### src/rtl/vending_pkg.sv
// vending_pkg: shared state encoding, default coin values and the illegal-state message.
package vending_pkg;
    typedef enum logic [1:0] {
        S_COLLECT  = 2'd0,
        S_DISPENSE = 2'd1,
        S_CHANGE   = 2'd2
    } state_t;
    localparam int DEF_PRICE       = 20;
    localparam int DEF_NICKEL_VAL  = 5;
    localparam int DEF_DIME_VAL    = 10;
    localparam int DEF_QUARTER_VAL = 25;
    localparam int DEF_CREDIT_W    = 6;
    localparam string ILLEGAL_STATE_MSG = "illegal state";
endpackage

### src/rtl/coin_select.sv
// coin_select: priority encoder picking at most one coin per cycle and flagging rejected coins.
// Ports: collect (machine is accepting coins), cancel, nickel/dime/quarter coin pulses;
//        accept (a coin is credited), value (its worth in cents), coin_reject (a coin is returned).
module coin_select
    import vending_pkg::*;
#(
    parameter int CREDIT_W    = DEF_CREDIT_W,
    parameter int NICKEL_VAL  = DEF_NICKEL_VAL,
    parameter int DIME_VAL    = DEF_DIME_VAL,
    parameter int QUARTER_VAL = DEF_QUARTER_VAL
) (
    input  logic                collect,
    input  logic                cancel,
    input  logic                nickel,
    input  logic                dime,
    input  logic                quarter,
    output logic                accept,
    output logic [CREDIT_W-1:0] value,
    output logic                coin_reject
);
    logic any_coin;
    logic multi_coin;
    assign any_coin   = nickel | dime | quarter;
    assign multi_coin = (quarter & (dime | nickel)) | (dime & nickel);
    assign accept     = collect & ~cancel & any_coin;
    assign value      = quarter ? CREDIT_W'(QUARTER_VAL) : dime ? CREDIT_W'(DIME_VAL) : CREDIT_W'(NICKEL_VAL);
    // Outside collection, or while cancelling, every coin goes back; otherwise only the losers do.
    assign coin_reject = (collect & ~cancel) ? multi_coin : any_coin;
endmodule

### src/rtl/param_vending_machine.sv
// param_vending_machine: parametrised vending FSM with cancel/refund and handshaked change return.
// Ports: clock, reset_n (sync, active-low); nickel/dime/quarter coin pulses; cancel;
//        dispense (1-cycle release pulse); coin_reject (comb, coin returned this cycle);
//        change_valid/change_ready (one NICKEL_VAL coin per handshake); credit; busy.
module param_vending_machine
    import vending_pkg::*;
#(
    parameter int PRICE       = DEF_PRICE,
    parameter int NICKEL_VAL  = DEF_NICKEL_VAL,
    parameter int DIME_VAL    = DEF_DIME_VAL,
    parameter int QUARTER_VAL = DEF_QUARTER_VAL,
    parameter int CREDIT_W    = DEF_CREDIT_W
) (
    input  logic                clock,
    input  logic                reset_n,
    input  logic                nickel,
    input  logic                dime,
    input  logic                quarter,
    input  logic                cancel,
    output logic                dispense,
    output logic                coin_reject,
    output logic                change_valid,
    input  logic                change_ready,
    output logic [CREDIT_W-1:0] credit,
    output logic                busy
);
    localparam logic [CREDIT_W-1:0] PRICE_C  = CREDIT_W'(PRICE);
    localparam logic [CREDIT_W-1:0] NICKEL_C = CREDIT_W'(NICKEL_VAL);

    // Worst case credit is one nickel short of the price plus a quarter.
    if (PRICE <= 0 || PRICE % NICKEL_VAL != 0 || DIME_VAL % NICKEL_VAL != 0 ||
        QUARTER_VAL % NICKEL_VAL != 0 ||
        (PRICE - NICKEL_VAL + QUARTER_VAL) >= (1 << CREDIT_W)) begin : g_param_check
        $error("param_vending_machine: illegal parameter set");
    end

    state_t              state_q, state_d;
    logic [CREDIT_W-1:0] credit_q, credit_d;
    logic                accept;
    logic [CREDIT_W-1:0] value;
    logic [CREDIT_W-1:0] cn;

    coin_select #(
        .CREDIT_W    (CREDIT_W),
        .NICKEL_VAL  (NICKEL_VAL),
        .DIME_VAL    (DIME_VAL),
        .QUARTER_VAL (QUARTER_VAL)
    ) u_coin_select (
        .collect     (state_q == S_COLLECT),
        .cancel      (cancel),
        .nickel      (nickel),
        .dime        (dime),
        .quarter     (quarter),
        .accept      (accept),
        .value       (value),
        .coin_reject (coin_reject)
    );

    assign cn = credit_q + value;

    always_comb begin
        state_d  = state_q;
        credit_d = credit_q;
        case (state_q)
            S_COLLECT: begin
                if (cancel) begin
                    state_d = (credit_q != '0) ? S_CHANGE : S_COLLECT;
                end else if (accept) begin
                    state_d  = (cn >= PRICE_C) ? S_DISPENSE : S_COLLECT;
                    credit_d = (cn >= PRICE_C) ? cn - PRICE_C : cn;
                end
            end
            S_DISPENSE: state_d = (credit_q != '0) ? S_CHANGE : S_COLLECT;
            S_CHANGE: begin
                if (credit_q == '0) begin
                    state_d = S_COLLECT;
                end else if (change_ready) begin
                    credit_d = credit_q - NICKEL_C;
                    state_d  = (credit_q == NICKEL_C) ? S_COLLECT : S_CHANGE;
                end
            end
            default: begin
                state_d  = S_COLLECT;
                credit_d = '0;
            end
        endcase
    end

    always_ff @(posedge clock) begin
        assert (!reset_n || state_q inside {S_COLLECT, S_DISPENSE, S_CHANGE})
            else $error("%s", ILLEGAL_STATE_MSG);
        if (!reset_n) begin
            state_q  <= S_COLLECT;
            credit_q <= '0;
        end else begin
            state_q  <= state_d;
            credit_q <= credit_d;
        end
    end

    assign dispense     = (state_q == S_DISPENSE);
    assign change_valid = (state_q == S_CHANGE) && (credit_q != '0);
    assign credit       = credit_q;
    assign busy         = (state_q != S_COLLECT);
endmodule

### config.mk
export PLATFORM = sky130hd
export DESIGN_NAME = param_vending_machine
export DESIGN_NICKNAME = d
export VERILOG_FILES = /design/src/rtl/vending_pkg.sv /design/src/rtl/coin_select.sv /design/src/rtl/param_vending_machine.sv
export SDC_FILE = /design/constraint.sdc
export NUM_CORES = 1
export LEC_CHECK = 0
export CAP_MARGIN = 5
export CORE_UTILIZATION = 40
export CTS_CLUSTER_SIZE = 30
export DETAILED_ROUTE_END_ITERATION = 8
export MAX_ROUTING_LAYER = met4
export REMOVE_ABC_BUFFERS = 1
export SKIP_CTS_REPAIR_TIMING = 1
export SYNTH_ARGS = -nofsm -noshare
export SYNTH_HDL_FRONTEND = slang
export SYNTH_HIERARCHICAL = 1
export SYNTH_SLANG_ARGS = --single-unit
### constraint.sdc
create_clock -name clock -period 4.9 [get_ports clock]
set_input_delay 0.98 -clock clock [delete_from_list [all_inputs] [get_ports clock]]
set_output_delay 0.98 -clock clock [all_outputs]
set_load 0.05 [all_outputs]
# Word level (Yosys, flattened, before mapping)
# Index checks and enable logic that the tools add are counted.
[totals]
regBits = 8
input_bits = 7
[op_classes]
add_sub_neg = 3
order_cmp = 1
n_eq_ne = 9
mux = 17
bitwise = 9
reduce_logical = 7
[ops]
columns = ["operator", "n"]
rows = [
  ["$mux 6", 6],
  ["$pmux 6 s3", 1],
  ["$mux 2", 6],
  ["$ne 2x2->1 const B", 4],
  ["$add 6x6->6", 1],
  ["$eq 6x3->1 const B", 1],
  ["$ge 6x5->1 const B", 1],
  ["$logic_not 6->1", 1],
  ["$ne 3x3->1 const B", 2],
  ["$pmux 2 s3", 1],
  ["$reduce_bool 6->1", 1],
  ["$sub 6x3->6 const B", 1],
  ["$sub 6x5->6 const B", 1],
  ["$reduce_and 5->1", 1],
  ["$and 1x1->1", 4],
  ["$mux 4", 1],
  ["$or 1x1->1", 3],
  ["$eq 2x1->1 const B", 1],
  ["$eq 2x2->1 const B", 1],
  ["$logic_not 2->1", 1],
  ["$mux 1", 2],
  ["$not 1->1", 2],
  ["$reduce_and 2->1", 1],
  ["$reduce_bool 2->1", 1],
  ["$logic_and 1x1->1", 1],
]

# Logic depth before layout (Yosys ltp)
[logic_depth]
depth_word = 8
ltp_mapped = 11
mapped_depth_nobuf = 11

# By module
# The synthesis kept the hierarchy.
[modules_own_cells]
columns = ["module", "n_inst", "cells_per_inst", "area_per_inst_um2", "seq_area_each_um2"]
rows = [
  ["param_vending_machine", 1, 115, 949.7, 160.2],
  ["coin_select", 1, 13, 77.6, 0.0],
]

# Worst setup path before layout
# No wires, ideal clock.
[synth_path]
kind = "in2reg"
startpoint = "input quarter"
endpoint = "register credit_q[5], in the netlist credit[5]"
setup_time_ns = 0.117
t_arrival_ns = 2.915
required_ns = 4.783
path_slack_ns = 1.867
stages = 10
path_buffers = 0
cell_sequence = "nand2b_1 inv_1 ha_1 a21o_1 a21o_2 xnor2_1 ha_1 a211oi_1 or2_2 a32o_1"
[synth_between]
elab_chain_len = 7
word_cells_on_any_way = 12
classes_between = "add/sub: 2; order compare: 1; eq/ne: 1; mux: 5; bitwise: 2; reduce/logical: 1"
[synth_rtl]
columns = ["element", "line", "text"]
rows = [
  ["start: declaration", "param_vending_machine.sv:18", "input logic quarter,"],
  ["$mux 6 (*)", "coin_select.sv:26", "assign value = quarter ? CREDIT_W'(QUARTER_VAL) : dime ? CREDIT_W'(DIME_VAL) : CREDIT_W'(NICKEL_VAL);"],
  ["net value[1]", "param_vending_machine.sv:40", "logic [CREDIT_W-1:0] value;"],
  ["$add 6x6->6 (*)", "param_vending_machine.sv:59", "assign cn = credit_q + value;"],
  ["$sub 6x5->6 / $ge 6x5->1 (equally long branches)", "param_vending_machine.sv:70", "credit_d = (cn >= PRICE_C) ? cn - PRICE_C : cn;"],
  ["$mux 6 (*)", "param_vending_machine.sv:70", ""],
  ["$mux 6 (*)", "param_vending_machine.sv:68", "end else if (accept) begin"],
  ["$mux 6 (*)", "param_vending_machine.sv:66", "if (cancel) begin"],
  ["$pmux 6 s3 (*)", "param_vending_machine.sv:64", "case (state_q)"],
  ["end signal: assignment", "param_vending_machine.sv:97", "credit_q <= credit_d;"],
  ["end: declaration", "param_vending_machine.sv:38", "logic [CREDIT_W-1:0] credit_q, credit_d;"],
]
# The timed path passes the listed nets; every way through them passes the cells marked *. The select of a mux whose other input is x is not followed.
# A chain may end at the register's enable or synchronous reset.

# Worst setup path after layout
[layout_path]
startpoint = "input cancel"
endpoint = "output coin_reject"
[layout_between]
elab_chain_len = 3
[layout_rtl]
columns = ["element", "line", "text"]
rows = [
  ["start: declaration", "param_vending_machine.sv:19", "input logic cancel,"],
  ["$not 1->1", "coin_select.sv:28", "assign coin_reject = (collect & ~cancel) ? multi_coin : any_coin;"],
  ["$and 1x1->1", "coin_select.sv:28", ""],
  ["$mux 1", "coin_select.sv:28", ""],
  ["end: declaration", "param_vending_machine.sv:21", "output logic coin_reject,"],
]
# Every way passes these cells.

==> summary.md <==
| Metric | Value |
|---|---|
| Final core occ | 52.08% |
| Vias in the first global route | slightly above 900 |
| Reg clk slew, reported paths | about 0.06 ns |
| Number of buffers created by CTS | 3 |
| Drt pass-1 iters | 4 |
| Crit end category | output pin |
| Share of cells above drive strength 1 | approximately an eighth |
| Worst Path Max Fanout | 6 |
| Commonest non-fill, non-tap cell in the layout | clkdlybuf4s50_1 |
| Routed WL | around 2600 um |
| Gr ovfl total | 0 |
| DIE AREA | between 2000 and 3000 um^2 |
| Netlist cell types | 56 |
| Via density per instance | 5.946 |
| Synth warn | 6 |
| Clock Latency Late Sink | 0.27 ns |
| DRT iter0 DRCs | 38 |
| Initial antenna violation count | 0 |
| CP peak stage delay | 0.81 ns |
| Fmax | 266.4 MHz |
| CP dominant cell by count | clkdlybuf4s50_1 |
| #FFs+latches synth | 8 |
| IO Pins | 17 |
| Max Root-Sink Buffers | 2 |
| Wire length of the first global-routing pass | roughly 4400 um |
| Worst vdd ir | 480.8 uV |
| Worst Path Required | 3.92 ns |
| Hold WC Path Type | reg -> reg |
| Rows | 17 |
| Critical path cell sequence | clkdlybuf4s50_1, nand2b_1, a21oi_2, nor2_1, clkdlybuf4s50_1 |
| Pre-CTS worst setup slack | 1.029 ns |
| WHS | 0.6363 ns |
| Initial core utilization | 44.31% |
| Clk_skew | 0.01511 ns |
| CTS tree | done |
| Tmin final | around 3.8 ns |
| Final hold vios | 0 |
| Cell area after synthesis | approximately 1000 um^2 |
| Dpl hpwl | slightly above 2000 um |
| Slew headroom | between 50% and 60% |
| # diodes | 0 |
| Final Max Slew Viols | 0 |
| Worst Path Arrival | around 2.8 ns |
| Mapped Cells | around 130 |
| Filler cells | between 200 and 250 |
| Final setup fails | 0 |
| Avg Synthesized Cell Area | approximately 8.0 um^2 |
| Commonest non-fill, non-tap cells in the layout | clkdlybuf4s50_1, nor2_1, ha_1 |
| Post-synthesis sequential area ratio | 15.59% |
| CTS root buf | clkbuf_4 |
| CP Class | in -> out |
| Vias | between 900 and 1000 |
| RSZ-0062 raised after global routing | no |
| Main flop type after synthesis | dfxtp_1 |
| Number of nets in the layout | 160 |
| Type of origin of the critical path | input pin |
| Least-Margin Pin Slew | approximately 0.66 ns |
| Setup TNS | 0 ns |
| Pleak | approximately 0.49 nW |
| Area of the multi-input gates | around 800 um^2 |
| Htree depth | 1 |
| Register area | 160.2 um^2 |
| GP Congestion | around 0.86 |
| Largest net degree at the start of global routing | 14 |
| Area growth from synthesis to layout | 17.54% |
| All-Layer GR Usage | around 22% |
| I/O Buffers | 16 |
| CORE AREA | 2318 um^2 |
| CP max stage cell | clkdlybuf4s50_1 |
| Post-DRT Antenna Nets | 0 |
| Routed wire per std cell | 15.49 um |
| Die width | roughly 53 um |
| Post-route setup slack | 1.146 ns |
| Number of flops mapped to enable cells by yosys | 0 |
| DRC viols | 0 |
| Async SR Flop Fraction | 0% |
| Max-Cap Viols | 0 |
| Pwr Density | between 700 and 800 nW/um^2 |
| Clk sinks | 8 |
| CP bufs+invs | 2 |
| Tcrit/Tclk final | between 70 and 80% |
| Crit-path leading delay family | buffers and inverters |
| Outcome | completed |
| Overall power | roughly 0.85 mW |
| Die Y | ~53 um |
per-stage QoR:
stage          instances  area, um^2
2_1_floorplan        121       989.7
3_3_place_gp         165        1185
3_5_place_dp         165        1185
4_1_cts              168        1207
5_1_grt              168        1207
6_report             168        1207
power by group:
| part | switching [mW] | total (mW) | internal [mW] |
|---|---|---|---|
| clock | 0.0250 | 0.0532 | 0.0282 |
| combinational | 0.387 | 0.649 | 0.262 |
| sequential | 0.0615 | 0.153 | 0.0914 |
| total | 0.473 | 0.855 | 0.381 |
area by class of cell:
class	instances	area share, %
Clock buffer	3	1.865
Inverter	9	2.798
Multi-Input combinational cell	104	65.91
Sequential cell	8	13.26
Tap cell	28	2.902
Timing Repair Buffer	16	13.26
worst min-delay path, delay by kind of cell (launching register included):
| kind | cells | cell delay (ns) |
|---|---|---|
| flip-flops | 1 | 0.37 |
| multiplexers | 1 | 0.16 |
| AND/OR/NAND/NOR | 1 | 0.06 |
per-layer routing:
metal	part of all wire [%]	wire length [um]	global-route usage [%]	vias up
li1	-	-	-	501
met1	49	1268	29.57	464
met2	46	1190	35.02	32
met3	4.7	121	4.348	2
met4	0.85	22	5.263	0
met5	0	0	-	-
cell usage after synthesis, drive strengths merged (3+ instances only):
| library cell | number | share of area (%) |
|---|---|---|
| nor2 | 11 | 4.3 |
| ha | 10 | 12 |
| inv | 9 | 3.3 |
| dfxtp | 8 | 16 |
| buf | 6 | 3.3 |
| nand2b | 6 | 3.7 |
| o21ai | 6 | 2.9 |
| a21oi | 5 | 2.8 |
| a211oi | 4 | 3.4 |
| nand2 | 4 | 1.5 |
| nor3 | 4 | 1.9 |
| a21o | 3 | 2.3 |
| nor2b | 3 | 1.8 |
| nor3b | 3 | 2.2 |
| o21a | 3 | 2.2 |
| xnor2 | 3 | 2.6 |
kinds of logic after synthesis:
| logic type | after synthesis | share of synthesized area (%) |
|---|---|---|
| flip-flops | 8 | 15.59 |
| AND/OR/NAND/NOR | 46 | 25.82 |
| AO/OA/AOI/OAI | 39 | 30.21 |
| buffers and inverters | 16 | 6.942 |
| XOR/XNOR | 5 | 4.995 |
| adder cells (fa/ha/maj) | 11 | 14.13 |
| other | 1 | 0.3651 |
| multiplexers | 2 | 1.949 |
final timing paths:
kind / endpoint / slack (ns) / depth (start not counted) / startpoint
worst max-delay path: coin_reject / 1.15 / 5 / cancel
worst min-delay path: credit[1] / 0.64 / 2 / credit[1]
worst max register to register: credit[0] / 2.06 / 9 / state_q[1]
worst min register to register: credit[1] / 0.64 / 2 / credit[1]
registers in the layout, summed over array words and instances, names as in the netlist:
| signal | count |
|---|---|
| credit | 6 |
| state_q | 2 |
Note: power is estimated with default switching activity, not from simulation.
